<file path="src/rtl/seq_restoring_divider.sv">
// Radix-2 restoring divider for unsigned operands: one quotient bit per clock,
// with a start/busy/done handshake and registered results.
module seq_restoring_divider #(
  parameter int WIDTH = 8
) (
  input  logic             clk,
  input  logic             rst,
  input  logic             start,
  input  logic [WIDTH-1:0] dividend,
  input  logic [WIDTH-1:0] divisor,
  output logic             busy,
  output logic             done,
  output logic [WIDTH-1:0] quotient,
  output logic [WIDTH-1:0] remainder,
  output logic             div_by_zero
);

  localparam int CW = $clog2(WIDTH + 1);

  typedef enum logic [1:0] {IDLE, RUN, DONE} state_t;

  state_t           state;
  logic [WIDTH-1:0] rem_w;
  logic [WIDTH-1:0] dq_w;
  logic [WIDTH-1:0] dvs_w;
  logic [CW-1:0]    cnt;

  logic [WIDTH:0]   shifted;
  logic [WIDTH-1:0] diff;
  logic             carry;
  logic             no_borrow;
  logic [WIDTH-1:0] rem_next;
  logic [WIDTH-1:0] dq_next;

  // Ripple full-adder chain computing shifted + ~{0,divisor} + 1; the top
  // stage only needs its carry since the result never exceeds WIDTH bits.
  always_comb begin
    shifted = {rem_w, dq_w[WIDTH-1]};
    diff    = '0;
    carry   = 1'b1;
    for (int i = 0; i < WIDTH; i++) begin
      diff[i] = shifted[i] ^ ~dvs_w[i] ^ carry;
      carry   = (shifted[i] & ~dvs_w[i]) | (carry & (shifted[i] ^ ~dvs_w[i]));
    end
    no_borrow = shifted[WIDTH] | carry;
    rem_next  = no_borrow ? diff : shifted[WIDTH-1:0];
    dq_next   = {dq_w[WIDTH-2:0], no_borrow};
  end

  always_ff @(posedge clk) begin
    if (rst) begin
      state       <= IDLE;
      rem_w       <= '0;
      dq_w        <= '0;
      dvs_w       <= '0;
      cnt         <= '0;
      busy        <= 1'b0;
      done        <= 1'b0;
      quotient    <= '0;
      remainder   <= '0;
      div_by_zero <= 1'b0;
    end else begin
      case (state)
        IDLE: begin
          if (start) begin
            if (divisor != '0) begin
              dq_w        <= dividend;
              dvs_w       <= divisor;
              rem_w       <= '0;
              cnt         <= CW'(WIDTH);
              div_by_zero <= 1'b0;
              busy        <= 1'b1;
              state       <= RUN;
            end else begin
              quotient    <= '1;
              remainder   <= dividend;
              div_by_zero <= 1'b1;
              done        <= 1'b1;
              state       <= DONE;
            end
          end
        end
        RUN: begin
          rem_w <= rem_next;
          dq_w  <= dq_next;
          cnt   <= cnt - 1'b1;
          // Last iteration: publish the freshly computed bits, not the stale ones.
          if (cnt == CW'(1)) begin
            quotient  <= dq_next;
            remainder <= rem_next;
            busy      <= 1'b0;
            done      <= 1'b1;
            state     <= DONE;
          end
        end
        DONE: begin
          done  <= 1'b0;
          state <= IDLE;
        end
        default: state <= IDLE;
      endcase
    end
  end

endmodule

</file>
<file path="config.mk">
export PLATFORM = sky130hd
export DESIGN_NAME = seq_restoring_divider
export DESIGN_NICKNAME = d
export VERILOG_FILES = /design/src/rtl/seq_restoring_divider.sv
export SDC_FILE = /design/constraint.sdc
export NUM_CORES = 1
export LEC_CHECK = 0
export BUFFER_PORTS_ARGS = -buffer_cell sky130_fd_sc_hd__buf_2
export CAP_MARGIN = 5
export CORE_ASPECT_RATIO = 1.2
export CORE_MARGIN = 2
export CORE_UTILIZATION = 45
export DETAILED_ROUTE_END_ITERATION = 16
export PLACE_DENSITY = 0.68
export SLEW_MARGIN = 20
export SYNTH_ARGS = -nofsm -noshare
export SYNTH_HDL_FRONTEND = slang
export SYNTH_SLANG_ARGS = --single-unit
</file>
<file path="constraint.sdc">
create_clock -name clk -period 4.05 [get_ports clk]
set_clock_uncertainty 0.05 [all_clocks]
set_input_delay 0.6075 -clock clk [delete_from_list [all_inputs] [get_ports clk]]
set_output_delay 0.6075 -clock clk [all_outputs]
set_load 0.02 [all_outputs]
</file>
==> impl_metrics.ini <==
[outcome]
outcome = completed

[clocking]
cts_made_buffers = 5
htree_levels = 2
clk_root_buffer_cell = clkbuf_8
clock_sinks = 49
clk_pin_slew_ns = 0.09
insertion_delay_ns = 0.30
postCtsSetupBuffers = 0
clock_path_buffers = 2
holdBufCountCts = 0
cts_tree = yes

[timing]
setup_slack_ns = 0.0618
slew_viol_final = 0
hold_viol_final = 0
fin_crit_sh = 0.985
fmax_ghz = 0.251
setup-tns-final_ns = 0
fin_crit_ns = 3.99
worst_slew_pin_slew_ns = 0.949
rsz0062_at_grt = yes
finalSetupViolations = 0
relSlewSlack = 0.368

[synthesis]
synth_compound_area_frac = 0.224
synth-simple-area-share = 0.177
synth.area.top_cells = dfxtp_1 42%, fa_1 6.0%, nor2_1 4.7%
syn_nets = 275
synth_top_area_frac = 0.422
synth.distinct_cells = 45
ys_ff_latch = 49
syn_area_um2 = 2330
synth_top_family_by_area = compound AO/OA/AOI/OAI gates
yosysWarnings = 0
synth-adder-area-share = 0.0763
synth_common_cells = 49 x dfxtp_1, 29 x nor2_1, 18 x nand2_1
synth.avg_cell_area_um2 = 9.46
synth_ff_type = dfxtp_1
synthMuxAreaShare = 0.0344
synth_xor_area_frac = 0
ys_seq_area_frac = 0.422
synthCells = 246
yosys.area.top_type = dfxtp_1
synthArstFlopShare = 0
synth-edff-count = 0
yosysMostFrequentCell = dfxtp_1

[grt]
grt_usage = 0.198
grt_pass1_wl_um = 8890
grt_overflow_total = 0
grt_pass1_vias = 1793
antenna_found_initial = 0
grt_max_degree = 43

[placed_design]
numPortBuffers = 37
dpl-instance-area_um2 = 2570
gp_congestion = 0.854
dp_hpwl_um = 3990
pre_cts_ws_ns = -0.240

[cells_and_area]
area_delta_synth_final_pct = 17.5
antennaDiodeCount = 0
nNetsFinal = 310
drive_gt1_frac = 0.337
final_cell_area_um2 = 2730

[setup_path]
critPathBufInv = 2
critical_path_required_ns = 4.23
critPathKind = reg -> reg
r2r_start = dq_w[7]
start_kind = register
path_delay_family = adder cells
crit_chain = inv_2, ha_4, fa_2, fa_2, fa_2, fa_2, fa_2, fa_2, fa_2, nor3b_1, a211oi_1, buf_4, a21oi_1, a221oi_2
worstPathArrival_ns = 4.16
crit_top_cell = fa_2
r2r_cells = 14
crit_path_max_fanout = 8
cpPeakStageDelay_ns = 0.42
critPathSlowestCell = fa_2
timing.rr.end = remainder[5]
crit_start = dq_w[7]
end_kind = register
r2r_setup_slack_ns = 0.06

[route]
viasPerCell = 5.83
drtIter0Drc = 185
ant_nets = 0
dr.pass1.iters = 4
routedWlPerCell_um = 16.7
drc = 0
wl_um = 5710
via_count = 1994

[floorplan]
rows = 28
pin_count = 38
die_y_um = 82.8
initial_utilization = 0.468
fp.dieArea_um2 = 5770
fp.coreArea_um2 = 4970
die_x_um = 69.7

[min_path]
hp-start = div_by_zero
worstHoldPathType = reg -> reg
hold-path-endpoint = div_by_zero
whs_path_depth = 2

[power]
p_per_area_nw_per_um2 = 421
peakVddDrop_mv = 0.169
power.leakage_nw = 1.07

[job]
cap_violations = 0
==> registers in the layout (all words and copies together) (netlist names) <==
| register | count |
|---|---|
| dq_w | 8 |
| remainder | 8 |
| dvs_w | 8 |
| div_by_zero | 1 |
| quotient | 8 |
| done | 1 |
| rem_w | 8 |
| cnt | 4 |
| state | 2 |
| busy | 1 |
==> tightest hold or removal path: cells and delay by family, from the launching register on <==
kind            cells  cell delay (ns)
flops               1             0.32
simple gates        1             0.05
compound gates      1             0.05
==> placed cells by master (no fill, tap or decap), types with 8 or more instances in the layout <==
cell / netlist / routed
a21oi_1: 15 / 14
a31oi_1: 10 / 10
inv_1: 11 / 10
mux2i_1: 8 / 8
nor3_1: 12 / 12
nand2_1: 18 / 18
dfxtp_1: 49 / 48
buf_4: 0 / 11
nor2_1: 29 / 29
buf_2: 2 / 37
==> per-layer routing <==
layer	share of wire	global-route usage
met5	0	0
met2	0.49	0.334
met4	0.025	0.0808
met3	0.055	0.0435
met1	0.43	0.251
==> power breakdown <==
| part | leakage [nW] | internal [mW] | switching [mW] |
|---|---|---|---|
| sequential | 0.401 | 0.516 | 0.0317 |
| combinational | 0.627 | 0.146 | 0.173 |
| clock | 0.0450 | 0.120 | 0.163 |
==> kinds of logic after synthesis <==
group | Yosys count
DFF | 49
AOI/OAI and AO/OA | 64
adders and majority gates | 10
buffers and inverters | 32
and+or+nand+nor | 83
muxes | 8
==> how the worst max path moves through the flow <==
stage | end | slack [ns] | depth (start not counted)
final | remainder[5] | 0.06 | 14
after detailed placement | remainder[7] | -0.24 | 13
after CTS | remainder[5] | 0.02 | 14
after global placement | remainder[3] | -0.15 | 13
after floorplan | remainder[1] | 0.03 | 13
after global routing | remainder[5] | -0.09 | 14
==> timing repair <==
action / in CTS / in global routing
pin swaps: 3 / 3
setup endpoints to repair: 17 / 10
gates resized for setup: 11 / 8
==> layout make-up <==
cell class              count  area [um2]
fillers                   470        2240
multi-input cells         165        1280
flip-flops and latches     49         982
repair buffers             48         268
well taps                  60        75.1
clock buffers               6        72.6
inverters                  12        45.0
clock inverters             2        10.0
==> per-stage QoR <==
| step | cells | total power [mW] | hold slack, ns | utilization |
|---|---|---|---|---|
| final | 342 | 1.15 | 0.405 | 0.550 |
| after global routing | 342 | 1.21 | 0.438 | 0.550 |
| after CTS | 342 | 1.14 | 0.409 | 0.543 |
| after detailed placement | 334 | 0.836 | 0.396 | 0.517 |
| after global placement | 334 | 0.832 | 0.392 | 0.517 |
| after floorplan | 246 | 0.747 | 0.411 | - |
Power figures use the tool's default switching activity.
